==> src/rtl/mem_port_arbiter_if.sv <==
// Bundle of request/response and Memory-side signals around the shared memory port arbiter.
interface mem_port_arbiter_if #(
  parameter int WIDTH = 32
);
  logic             if_req;
  logic [WIDTH-1:0] if_addr;
  logic             if_ready;
  logic [WIDTH-1:0] if_rdata;
  logic             dm_req;
  logic             dm_we;
  logic [WIDTH-1:0] dm_addr;
  logic [WIDTH-1:0] dm_wdata;
  logic             dm_ready;
  logic [WIDTH-1:0] dm_rdata;
  logic [WIDTH-1:0] mem_Address;
  logic             mem_ReadEnable;
  logic             mem_WriteEnable;
  logic [WIDTH-1:0] mem_WriteData;
  logic [WIDTH-1:0] mem_ReadData;
  logic             busy;
  logic             owner;

  modport slave (
    input  if_req, if_addr, dm_req, dm_we, dm_addr, dm_wdata, mem_ReadData,
    output if_ready, if_rdata, dm_ready, dm_rdata,
           mem_Address, mem_ReadEnable, mem_WriteEnable, mem_WriteData, busy, owner
  );

  modport master (
    output if_req, if_addr, dm_req, dm_we, dm_addr, dm_wdata, mem_ReadData,
    input  if_ready, if_rdata, dm_ready, dm_rdata,
           mem_Address, mem_ReadEnable, mem_WriteEnable, mem_WriteData, busy, owner
  );
endinterface

==> src/rtl/mem_port_arbiter.sv <==
// Shares one single-port Memory between instruction fetch (IF) and data access (DM):
// DM-priority arbitration with an IF anti-starvation limit, fixed-length access window.
module mem_port_arbiter #(
  parameter int WIDTH        = 32,
  parameter int WAIT_CYCLES  = 1,
  parameter int STARVE_LIMIT = 4
) (
  input logic               clock,
  input logic               reset,
  mem_port_arbiter_if.slave bus
);

  typedef enum logic [1:0] {ST_IDLE, ST_ACCESS, ST_RESP} state_t;

  localparam logic [3:0] WAIT_LOAD  = 4'(WAIT_CYCLES - 1);
  localparam logic [3:0] STARVE_MAX = 4'(STARVE_LIMIT);

  state_t           r_state;
  state_t           w_state_nxt;
  logic             r_owner;
  logic             r_we;
  logic [WIDTH-1:0] r_addr;
  logic [WIDTH-1:0] r_wdata;
  logic [WIDTH-1:0] r_if_rdata;
  logic [WIDTH-1:0] r_dm_rdata;
  logic [3:0]       r_waitcnt;
  logic [3:0]       r_starve;
  logic [3:0]       w_starve_nxt;
  logic             w_grant_any;
  logic             w_grant_dm;
  logic             w_done;

  // NOTE: every signal written here gets a default first, so no path leaves one unassigned (no latch).
  always_comb begin
    w_state_nxt  = r_state;
    w_starve_nxt = r_starve;
    w_grant_any  = 1'b0;
    w_grant_dm   = 1'b0;
    w_done       = 1'b0;
    case (r_state)
      ST_IDLE: begin
        w_grant_any = bus.if_req | bus.dm_req;
        w_grant_dm  = bus.dm_req & ~(bus.if_req & (r_starve == STARVE_MAX));
        if (w_grant_any) w_state_nxt = ST_ACCESS;
        // Only a DM grant that bypasses a waiting IF advances the starve count.
        if (!bus.if_req || !w_grant_dm)   w_starve_nxt = '0;
        else if (r_starve != STARVE_MAX) w_starve_nxt = r_starve + 4'd1;
      end
      ST_ACCESS: begin
        if (r_waitcnt == '0) begin
          w_done      = 1'b1;
          w_state_nxt = ST_RESP;
        end
      end
      ST_RESP: w_state_nxt = ST_IDLE;
      default: w_state_nxt = ST_IDLE;
    endcase
  end

  // NOTE: sequential state uses non-blocking assignments so all registers update from pre-edge values.
  always_ff @(posedge clock) begin
    if (!reset) r_state <= ST_IDLE;
    else        r_state <= w_state_nxt;
  end

  // NOTE: the rdata holding registers are reset as well, since they are visible outputs that must read 0.
  always_ff @(posedge clock) begin
    if (!reset) begin
      r_owner    <= 1'b0;
      r_we       <= 1'b0;
      r_addr     <= '0;
      r_wdata    <= '0;
      r_waitcnt  <= '0;
      r_starve   <= '0;
      r_if_rdata <= '0;
      r_dm_rdata <= '0;
    end else begin
      r_starve <= w_starve_nxt;
      if (w_grant_any) begin
        r_owner   <= w_grant_dm;
        r_we      <= w_grant_dm & bus.dm_we;
        r_addr    <= w_grant_dm ? bus.dm_addr : bus.if_addr;
        r_wdata   <= w_grant_dm ? bus.dm_wdata : '0;
        r_waitcnt <= WAIT_LOAD;
      end else if (r_state == ST_ACCESS && r_waitcnt != '0) begin
        r_waitcnt <= r_waitcnt - 4'd1;
      end
      if (w_done && !r_we) begin
        if (r_owner) r_dm_rdata <= bus.mem_ReadData;
        else         r_if_rdata <= bus.mem_ReadData;
      end
    end
  end

  assign bus.mem_ReadEnable  = (r_state == ST_ACCESS) & ~r_we;
  assign bus.mem_WriteEnable = (r_state == ST_ACCESS) & r_we;
  assign bus.mem_Address     = (r_state == ST_ACCESS) ? r_addr : '0;
  assign bus.mem_WriteData   = (r_state == ST_ACCESS && r_we) ? r_wdata : '0;
  assign bus.if_ready        = (r_state == ST_RESP) & ~r_owner;
  assign bus.dm_ready        = (r_state == ST_RESP) & r_owner;
  assign bus.if_rdata        = r_if_rdata;
  assign bus.dm_rdata        = r_dm_rdata;
  assign bus.busy            = (r_state != ST_IDLE);
  assign bus.owner           = r_owner;

endmodule
==> src/flat_wrapper.sv <==
// flat-port wrapper written by rule: the top's interface ports become plain ports
module mem_port_arbiter_flat 
#(
  parameter int WIDTH        = 32,
  parameter int WAIT_CYCLES  = 1,
  parameter int STARVE_LIMIT = 4
)
  (clock, reset, bus_if_req, bus_if_addr, bus_dm_req, bus_dm_we, bus_dm_addr, bus_dm_wdata, bus_mem_ReadData, bus_if_ready, bus_if_rdata, bus_dm_ready, bus_dm_rdata, bus_mem_Address, bus_mem_ReadEnable, bus_mem_WriteEnable, bus_mem_WriteData, bus_busy, bus_owner);
  mem_port_arbiter_if #(.WIDTH(WIDTH)) bus_i ();
  input logic clock;
  input logic reset;
  input wire logic [$bits(bus_i.if_req)-1:0] bus_if_req;
  input wire logic [$bits(bus_i.if_addr)-1:0] bus_if_addr;
  input wire logic [$bits(bus_i.dm_req)-1:0] bus_dm_req;
  input wire logic [$bits(bus_i.dm_we)-1:0] bus_dm_we;
  input wire logic [$bits(bus_i.dm_addr)-1:0] bus_dm_addr;
  input wire logic [$bits(bus_i.dm_wdata)-1:0] bus_dm_wdata;
  input wire logic [$bits(bus_i.mem_ReadData)-1:0] bus_mem_ReadData;
  output wire logic [$bits(bus_i.if_ready)-1:0] bus_if_ready;
  output wire logic [$bits(bus_i.if_rdata)-1:0] bus_if_rdata;
  output wire logic [$bits(bus_i.dm_ready)-1:0] bus_dm_ready;
  output wire logic [$bits(bus_i.dm_rdata)-1:0] bus_dm_rdata;
  output wire logic [$bits(bus_i.mem_Address)-1:0] bus_mem_Address;
  output wire logic [$bits(bus_i.mem_ReadEnable)-1:0] bus_mem_ReadEnable;
  output wire logic [$bits(bus_i.mem_WriteEnable)-1:0] bus_mem_WriteEnable;
  output wire logic [$bits(bus_i.mem_WriteData)-1:0] bus_mem_WriteData;
  output wire logic [$bits(bus_i.busy)-1:0] bus_busy;
  output wire logic [$bits(bus_i.owner)-1:0] bus_owner;
  assign bus_i.if_req = bus_if_req;
  assign bus_i.if_addr = bus_if_addr;
  assign bus_i.dm_req = bus_dm_req;
  assign bus_i.dm_we = bus_dm_we;
  assign bus_i.dm_addr = bus_dm_addr;
  assign bus_i.dm_wdata = bus_dm_wdata;
  assign bus_i.mem_ReadData = bus_mem_ReadData;
  assign bus_if_ready = bus_i.if_ready;
  assign bus_if_rdata = bus_i.if_rdata;
  assign bus_dm_ready = bus_i.dm_ready;
  assign bus_dm_rdata = bus_i.dm_rdata;
  assign bus_mem_Address = bus_i.mem_Address;
  assign bus_mem_ReadEnable = bus_i.mem_ReadEnable;
  assign bus_mem_WriteEnable = bus_i.mem_WriteEnable;
  assign bus_mem_WriteData = bus_i.mem_WriteData;
  assign bus_busy = bus_i.busy;
  assign bus_owner = bus_i.owner;
  mem_port_arbiter #(.WIDTH(WIDTH), .WAIT_CYCLES(WAIT_CYCLES), .STARVE_LIMIT(STARVE_LIMIT)) u_core (.clock(clock), .reset(reset), .bus(bus_i));
endmodule
==> config.mk <==
export PLATFORM = sky130hd
export DESIGN_NAME = mem_port_arbiter_flat
export DESIGN_NICKNAME = d
export VERILOG_FILES = /design/src/rtl/mem_port_arbiter_if.sv /design/src/rtl/mem_port_arbiter.sv /design/src/flat_wrapper.sv
export SDC_FILE = /design/constraint.sdc
export NUM_CORES = 1
export LEC_CHECK = 0
export CAP_MARGIN = 10
export CORE_MARGIN = 4
export CORE_UTILIZATION = 40
export CTS_CLUSTER_DIAMETER = 120
export CTS_CLUSTER_SIZE = 8
export DETAILED_ROUTE_END_ITERATION = 6
export PLACE_DENSITY = 0.76
export RECOVER_POWER = 100
export SLEW_MARGIN = 10
export SYNTH_ARGS = -nofsm -noshare
export SYNTH_HDL_FRONTEND = slang
export SYNTH_SLANG_ARGS = --single-unit
==> constraint.sdc <==
create_clock -name clock -period 2.5 [get_ports clock]
set_input_delay 0.25 -clock clock [delete_from_list [all_inputs] [get_ports clock]]
set_output_delay 0.25 -clock clock [all_outputs]
set_load 0.005 [all_outputs]
After elaboration in Yosys (flattened, before gate mapping)
Cells that the tools add are included.
W data, S select, Z words.
{ "word_totals": {"in_bits": 133, "output_inout_bits": 134, "word_cells": 59, "reg_bits": 140} }
{ "classes": {"n_mux": 13, "reduce_logical": 17, "n_addsub": 2, "n_eq_ne": 6, "bitwise_logic": 12} }
{ "op_table": {"columns": ["operator", "n"], "rows": [
  ["$mux W32", 4],
  ["$mux W4", 2],
  ["$reduce_and A2 Y1", 4],
  ["$and A1 B1 Y1", 7],
  ["$add A4 B1 Y4 const B", 1],
  ["$eq A4 B3 Y1 const B", 1],
  ["$logic_not A4 Y1", 1],
  ["$mux W1", 4],
  ["$mux W2", 2],
  ["$ne A2 B1 Y1 const B", 2],
  ["$ne A4 B3 Y1 const B", 1],
  ["$not A1 Y1", 4],
  ["$pmux W2 S2", 1],
  ["$reduce_bool A2 Y1", 2],
  ["$reduce_bool A4 Y1", 1],
  ["$sub A4 B1 Y4 const B", 1],
  ["$logic_and A1 B1 Y1", 3],
  ["$logic_not A1 Y1", 3],
  ["$eq A2 B1 Y1 const B", 1],
  ["$eq A2 B2 Y1 const B", 1],
  ["$logic_not A2 Y1", 1],
  ["$reduce_or A2 Y1", 1],
  ["$logic_or A1 B1 Y1", 1],
  ["$or A1 B1 Y1", 1]
]} }

Longest topological paths before layout
Gate-level depths: netlist of the first run.
{ "depth": {"word_depth": 8, "ltp_mapped": 7, "depth_no_buf": 5} }

Worst setup path after synthesis of the first run
Ideal clock, no wire load.
{ "synth_timing": {"path_type": "reg-to-reg", "start": "register u_core.r_waitcnt[0]", "end": "register u_core.r_if_rdata[0], in the netlist u_core.bus.if_rdata[0]", "setup_slack_ps": 744, "path_stages_with_launch": 7, "t_arrival_ps": 1684, "period_less_slack_ps": 1756, "t_required_ps": 2428, "setup_ps": 72, "path_cell_list": "dfxtp_1 > inv_1 > ha_1 > or3b_4 > nor4_4 > buf_6 > mux2i_1"} }
{ "synth_between": {"elab_chain_len": 5} }
{ "synth_lines": {"columns": ["item", "line_no", "text"], "rows": [
  ["start, declared", "mem_port_arbiter.sv:26", "logic [3:0] r_waitcnt;"],
  ["start signal, assigned", "mem_port_arbiter.sv:86", "r_waitcnt <= r_waitcnt - 4'd1;"],
  ["$logic_not A4 Y1", "mem_port_arbiter.sv:50", "if (r_waitcnt == '0) begin"],
  ["$mux W1", "mem_port_arbiter.sv:50", null],
  ["$mux W1", "mem_port_arbiter.sv:40", "case (r_state)"],
  ["$logic_and A1 B1 Y1", "mem_port_arbiter.sv:88", "if (w_done && !r_we) begin"],
  ["$reduce_and A2 Y1 (no source line)", null, null],
  ["end signal, assigned", "mem_port_arbiter.sv:90", "else r_if_rdata <= bus.mem_ReadData;"],
  ["end, declared", "mem_port_arbiter.sv:24", "logic [WIDTH-1:0] r_if_rdata;"]
]} }
Every way passes these cells.
A chain may end at the register's enable or synchronous reset.

Final worst setup path of the first run
{ "layout_timing": {"start": "register u_core.r_state[0]", "end": "output port bus_mem_WriteData[0]"} }
{ "layout_between": {"elab_chain_len": 3} }
{ "layout_lines": {"columns": ["item", "line_no", "text"], "rows": [
  ["start, declared", "mem_port_arbiter.sv:18", "state_t r_state;"],
  ["start signal, assigned", "mem_port_arbiter.sv:63", "else r_state <= w_state_nxt;"],
  ["$eq A2 B1 Y1", "mem_port_arbiter.sv:98", "assign bus.mem_WriteData = (r_state == ST_ACCESS && r_we) ? r_wdata : '0;"],
  ["$logic_and A1 B1 Y1", "mem_port_arbiter.sv:98", null],
  ["$mux W32", "mem_port_arbiter.sv:98", null],
  ["end, declared", "flat_wrapper.sv:26", "output wire logic [$bits(bus_i.mem_WriteData)-1:0] bus_mem_WriteData;"]
]} }
Every way passes these cells.

==> impl_metrics.yaml, run 1 <==
cells_and_area:
  fillers: 1296
  nNetsFinal: 1058
  fin_util_pct: 62.3
  syn_to_final_growth_pct: 52.3
  n_antenna_cell: 0
  drive_gt1_share_pct: 5.67
  stdcell_count: 1146
  stdcell_area_um2: 9510
sta:
  finalSetupViolCount: 0
  slew_viol_final: 0
  hold_viol: 0
  worst_pin_slew_ps: 1180
  slew_headroom_pct: 21.4
  fmax_ghz: 0.425
  fin_skew_ps: 10.6
  rsz0062_at_grt: "no"
  setup_tns_ps: 0
  post-route-period-util_pct: 94.1
  min_period_ps: 2350
clock_network:
  path_clk_slew_ps: 60
  htreeDepth: 4
  cts_buffers: 17
  clock_latency_ps: 410
  post_cts_buffers: 0
  clk_path_buf_depth: 2
  cts-root-buf: "clkbuf_16"
  hold_buffers: 0
  cts_sinks: 140
  cts_tree: "yes"
routing:
  drc: 0
  drt-wirelength-per-cell_um: 16.3
  drt_iter0_markers: 307
  ant_nets: 0
  firstDrtPassIters: 4
  wl_um: 18700
  avgViaCountPerCell: 5.16
  vias: 5918
critical_path:
  endpoint_kind: "output pin"
  path_class: "register to output pin"
  worstPathCellList: "nor2b_4 > clkbuf_4 > and3_1 > clkdlybuf4s50_1"
  r2r_setup_slack_ps: 190
  start_kind: "register"
  r2r_cells: 5
  r2r-end: "u_core.r_wdata[26]"
  r2r_start: "u_core.r_state[1]"
  slowest_delay_ps: 550
  slowest_stage: "clkdlybuf4s50_1"
  arrival_ps: 2100
  crit_fanout: 34
  required_ps: 2250
synthesis:
  ys_ff_latch: 140
  synth_edf_count: 0
  synthTopCellsByArea: "dfxtp_1 (45%), mux2i_1 (10%), nand2_1 (9.9%), a221o_1 (5.1%), a22o_1 (4.6%)"
  ys_types: 39
  synth_area_um2: 6250
  synth_cells: 694
  netlist.area_leader.share_pct: 44.9
  synth_top_family_by_area: "simple AND/OR/NAND/NOR gates"
  synth_xor_xnor_area_share_pct: 0
  syn_area_per_cell_um2: 9.00
  synth_mux_area_share_pct: 10.3
  yosys_most_used_dff: "dfxtp_1"
  yosysWarningCount: 0
  synth_async_sr_flop_share_pct: 0
  synth_adder_area_share_pct: 0.601
  synth_compound_area_share_pct: 15.8
  yosysTopAreaCell: "dfxtp_1"
  seq_area_frac_synth_pct: 44.9
  yosys.area_share.simple_pct: 22.5
  syn-num-nets: 830
placement:
  dpl.hpwl_um: 12600
  dpl_cell_area_um2: 9000
  gp_congestion: 0.784
  place_inst: 1114
  portBuffers: 266
floorplanning:
  dieHeight_um: 133
  num_io_pins: 267
  initial_core_util_pct: 40.9
  die_w_um: 133
  die-area_um2: 17700
  core_area_um2: 15300
  row_count: 45
global_routing:
  antenna_found_initial: 0
  grtUsageTotal_pct: 20.6
  grt_max_degree: 110
  grt_pass1_wl_um: 29700
  grt_pass1_vias: 5651
  gr-total-overflow: 0
hold_path:
  worstHoldStart: "reset"
  hold_class: "primary input to register"
  hold_depth: 3
  hold_end: "u_core.r_state[0]"
pwr:
  power-per-cell-area_nw_per_um2: 604
  power.leakage_nw: 4.03
  vdd_drop_max_v: 0.000425
flow_run:
  maxCapViolCount: 0
run_status:
  status: "complete, no violations"
[routing by layer]
layer  GRT usage, %  part of all wire [%]  routed length, um  vias to the layer above
met2           32.7                    46               8580                      234
met3           8.82                    10               1950                       21
met1           25.7                    42               7900                     2724
met4           5.54                   1.6                295                        0
li1               -                     -                  -                     2939
met5              0                     0                  0                        -
[synth_stat cells, types with 2 or more instances]
cell       count
nor2_1         4
ha_1           3
clkbuf_1      45
or4_1          4
o21a_1         2
nand3_1        4
mux2i_1       64
a31oi_1        2
a21oi_1        6
a22o_1        33
and3b_1        2
and2_1        33
buf_6          6
inv_1          8
a2111oi_0     32
nand4b_1       2
dfxtp_1      140
buf_1          4
nor3_1        34
a221o_1       32
buf_2         16
o21ai_0        3
nor3b_1        3
nand2_1      165
and3_1        33
[how the worst max path moves through the flow]
stage	startpoint	end	slack, ps	depth (start not counted)
after global routing	u_core.r_state[0]	bus_mem_Address[30]	10	4
after CTS	u_core.r_state[0]	bus_mem_WriteData[23]	100	4
after floorplan	u_core.r_waitcnt[0]	u_core.bus.if_rdata[0]	740	6
final	u_core.r_state[0]	bus_mem_WriteData[0]	150	4
after global placement	bus_if_req	u_core.r_we	310	5
after detailed placement	bus_if_req	u_core.r_wdata[26]	260	5
[power by group]
part           switching (mW)  internal, mW  leakage (nW)  total (mW)
Sequential             0.0815          2.37          1.14        2.45
Clock                    1.04          1.39         0.262        2.43
Combinational           0.398         0.469          2.63       0.866
Total                    1.52          4.23          4.03        5.75
[sequential cells by signal, summed over array words and instances, names as in the netlist]
| signal | cells |
|---|---|
| u_core.bus.dm_rdata | 32 |
| u_core.bus.if_rdata | 32 |
| u_core.bus.owner | 1 |
| u_core.r_addr | 32 |
| u_core.r_starve | 4 |
| u_core.r_state | 2 |
| u_core.r_waitcnt | 4 |
| u_core.r_wdata | 32 |
| u_core.r_we | 1 |
[stage by stage]
step	hold slack, ps	power [mW]	worst slack (ps)
final	401	5.75	148
after detailed placement	445	3.40	264
after CTS	389	5.85	103
after global routing	393	6.00	12.8
after floorplan	383	2.94	744
after global placement	441	3.40	314
[cells in the final DEF (no fill, tap or decap), types with 2 or more instances in the layout]
cell,n
buf_4,8
a221o_1,32
nor3_1,34
ha_1,3
clkdlybuf4s50_1,195
a22o_1,33
and2_1,16
nand3_1,3
o21ai_0,3
and3b_1,2
inv_1,8
clkbuf_16,17
nor3b_1,3
a31oi_1,2
inv_6,5
and2_0,17
a2111oi_0,32
nand2_1,165
clkbuf_2,4
clkinvlp_4,5
dfxtp_1,139
mux2i_1,64
dlygate4sd3_1,70
and3_1,33
a21oi_1,6
clkbuf_4,3
clkinv_2,2
nand4b_1,2
or4_1,4
nor2_1,4
[final cells by class]
class / instances / area (um^2) / area share, %
well taps: 211 / 264 / 2.78
clock buffers: 18 / 429 / 4.51
repair buffers: 281 / 2780 / 29.2
flip-flops and latches: 140 / 2800 / 29.5
multi-input cells: 473 / 3070 / 32.3
inverters: 9 / 33.8 / 0.355
clock inverters: 14 / 133 / 1.39
[cell families after synthesis]
group | after synthesis
DFF | 140
adders and majority gates | 3
and+or+nand+nor | 293
AOI/OAI and AO/OA | 113
buffers and inverters | 81
muxes | 64
[what timing repair did]
item                                    in CTS  in global routing
resized for setup                            1                  0
endpoints found under the setup margin      32                  0
endpoints found under the hold margin        0                  0
[critical path: cells and delay by family, from the launching register on]
kind,cells,cell delay (ps)
buf+inv,2,870
flops,1,440
simple gates,2,390
Note: power is estimated with default switching activity, not from simulation.
==> run 2, diff against run 1 <==
--- a/config.mk
+++ b/config.mk
@@ -5,13 +5,14 @@
 export SDC_FILE = /design/constraint.sdc
 export NUM_CORES = 1
 export LEC_CHECK = 0
+export ABC_AREA = 1
 export CAP_MARGIN = 10
 export CORE_MARGIN = 4
-export CORE_UTILIZATION = 40
+export CORE_UTILIZATION = 43
 export CTS_CLUSTER_DIAMETER = 120
 export CTS_CLUSTER_SIZE = 8
 export DETAILED_ROUTE_END_ITERATION = 6
-export PLACE_DENSITY = 0.76
+export PLACE_DENSITY = 0.8
 export RECOVER_POWER = 100
 export SLEW_MARGIN = 10
 export SYNTH_ARGS = -nofsm -noshare
==> run 2 against run 1 <==
- via count is 15% higher
- maximum frequency is 0.22% lower
- critical path depth is 3 higher
- wire length is 0.97% higher
- non-clock buffer count is 5 higher
- largest cell class is now flip-flops and latches
- register-to-register slack better by 80 ps
- largest power group is now the clock network
- clock power is 10% higher
- clock skew is 3.7 ps lower
- cell area is 3.5% higher
- sequential cell count stayed put
==> impl_metrics.yaml, run 2 <==
synthesis:
  synth_area_um2: 6530
  syn-num-nets: 1127
  yosys_most_used_dff: "dfxtp_1"
  synth_most_common_cell: "inv_1"
  synth_async_sr_flop_share_pct: 0
  ys_types: 22
  syn_area_per_cell_um2: 6.58
  synthTopCellsByArea: "dfxtp_1 (43%), inv_1 (12%), nand2_1 (9.9%), nor2_1 (7.9%), nand3_1 (7.8%)"
  yosysTopAreaCell: "dfxtp_1"
  synthTopCellsByCount: "inv_1 (211), nand2_1 (172), dfxtp_1 (140)"
  netlist.area_leader.share_pct: 43.0
  yosysWarningCount: 0
  synth_cells: 991
  synth_edf_count: 0
  ys_ff_latch: 140
  seq_area_frac_synth_pct: 43.0
global_routing:
  gr-total-overflow: 0
  grt_pass1_wl_um: 31100
  grt_max_degree: 68
  antenna_found_initial: 1
  grtUsageTotal_pct: 21.7
  grt_pass1_vias: 6290
routing:
  drt_iter0_markers: 461
  wl_met3_um: 1830
  wl_met2_um: 8810
  wl_met1_um: 7760
  firstDrtPassIters: 5
  avgViaCountPerCell: 4.79
  drt-wirelength-per-cell_um: 13.3
  vias: 6831
  wl_um: 18900
  drc: 0
  routed.top_layer: "met4"
  ant_nets: 0
flow_run:
  maxCapViolCount: 0
cells_and_area:
  fillers: 1288
  syn_to_final_growth_pct: 50.9
  mostFrequentLayoutCells: "inv_1 (210), nand2_1 (172), clkdlybuf4s50_1 (142)"
  drive_gt1_share_pct: 4.52
  nNetsFinal: 1364
  mostFrequentLayoutCell: "inv_1"
  fin_util_pct: 67.0
floorplanning:
  core_area_um2: 14700
  die-area_um2: 17200
  die_w_um: 131
  initial_core_util_pct: 44.4
  dieHeight_um: 131
  row_count: 44
  num_io_pins: 267
clock_network:
  cts_sinks: 140
  post_cts_buffers: 0
  cts-root-buf: "clkbuf_16"
  cts_tree: "yes"
  htreeDepth: 4
  clk_path_buf_depth: 2
  path_clk_slew_ps: 60
  cts_buffers: 17
  ctsResizeCount: 0
  hold_buffers: 0
  clock_latency_ps: 420
critical_path:
  slowest_stage: "dlygate4sd3_1"
  path_buf_inv: 4
  r2r_start: "u_core.r_state[1]"
  r2r_cells: 5
  worstPathCellList: "inv_2 > nor2_4 > inv_2 > nor2_1 > bufinv_8 > nor2_1 > dlygate4sd3_1"
  r2r-end: "u_core.r_wdata[16]"
  arrival_ps: 2110
  path_class: "register to output pin"
  crit_fanout: 32
  r2r_setup_slack_ps: 270
  endpoint_kind: "output pin"
  start_kind: "register"
  slowest_delay_ps: 580
  required_ps: 2250
  cpLargestDelayFamily: "buffers and inverters"
sta:
  min_period_ps: 2360
  fin_skew_ps: 6.93
  slew_viol_final: 0
  finalSetupViolCount: 0
  rsz0062_at_grt: "no"
  setup_tns_ps: 0
  slew_headroom_pct: 47.9
  post-route-period-util_pct: 94.3
  worst_pin_slew_ps: 782
  hold_viol: 0
  fmax_ghz: 0.424
pwr:
  power.leakage_nw: 4.84
  power-per-cell-area_nw_per_um2: 651
  vdd_drop_max_v: 0.000500
  power.total_mw: 6.41
placement:
  dpl.hpwl_um: 13200
  portBuffers: 266
  gp_congestion: 0.792
hold_path:
  worstHoldStart: "reset"
  hold_class: "primary input to register"
  hold_depth: 3
  hold_end: "u_core.r_starve[1]"
run_status:
  status: "complete, no violations"
==> run 2: cell count changes after synthesis, moves of 34 or more <==
cell | previous run | this run
mux2i_1 | 64 | 0
nor2_1 | 4 | 138
nand4_1 | 1 | 35
a21oi_1 | 6 | 70
inv_1 | 8 | 211
nand3_1 | 4 | 102
==> run 2: routing by layer <==
metal  vias up  track usage (%)
met5         -                0
met2       233             35.3
met3        37             8.91
met1      3035             25.6
li1       3526                -
met4         0             8.63
==> run 2: report_power, final <==
| group | internal, mW | switching [mW] |
|---|---|---|
| clock | 1.74 | 0.937 |
| sequential | 2.43 | 0.0923 |
| combinational | 0.570 | 0.640 |
==> run 2: per-stage QoR <==
step	cells	area, um^2	hold WS [ps]	setup slack [ps]
after floorplan	991	6530	397	1040
after global placement	1393	9270	437	525
after detailed placement	1393	9270	439	499
after CTS	1424	9900	181	50.2
after global routing	1425	9840	219	31.2
final	1425	9840	211	142
==> run 2: how the worst max path moves through the flow <==
stage / startpoint / endpoint / slack [ps] / cells past startpoint
final: u_core.r_state[0] / bus_mem_WriteData[29] / 140 / 7
after global routing: u_core.r_state[0] / bus_mem_WriteData[11] / 30 / 7
after CTS: u_core.r_state[0] / bus_mem_WriteData[10] / 50 / 7
after detailed placement: u_core.r_state[0] / bus_mem_WriteData[0] / 500 / 7
after global placement: u_core.r_state[0] / bus_mem_WriteData[0] / 530 / 7
after floorplan: u_core.r_waitcnt[0] / u_core.bus.dm_rdata[31] / 1040 / 11
==> run 2: cell families after synthesis <==
kind of cell | synth area share [%]
buf+inv | 17.6
compound gates | 8.99
fa+ha+maj | 0.575
flops | 43.0
simple gates | 29.9
==> run 2: cell type report <==
| class | count | area, um^2 | area share, % |
|---|---|---|---|
| diodes | 1 | 2.50 | 0.0254 |
| flip-flops and latches | 140 | 2800 | 28.5 |
| clock buffers | 20 | 467 | 4.74 |
| inverters | 215 | 821 | 8.34 |
| well taps | 184 | 230 | 2.34 |
| clock inverters | 11 | 165 | 1.68 |
| multi-input cells | 568 | 2580 | 26.2 |
| repair buffers | 286 | 2780 | 28.2 |
==> run 2: tightest hold or removal path, cell delays in order <==
cell,delay (ps)
buf_2,130
inv_1,100
nor2_1,100
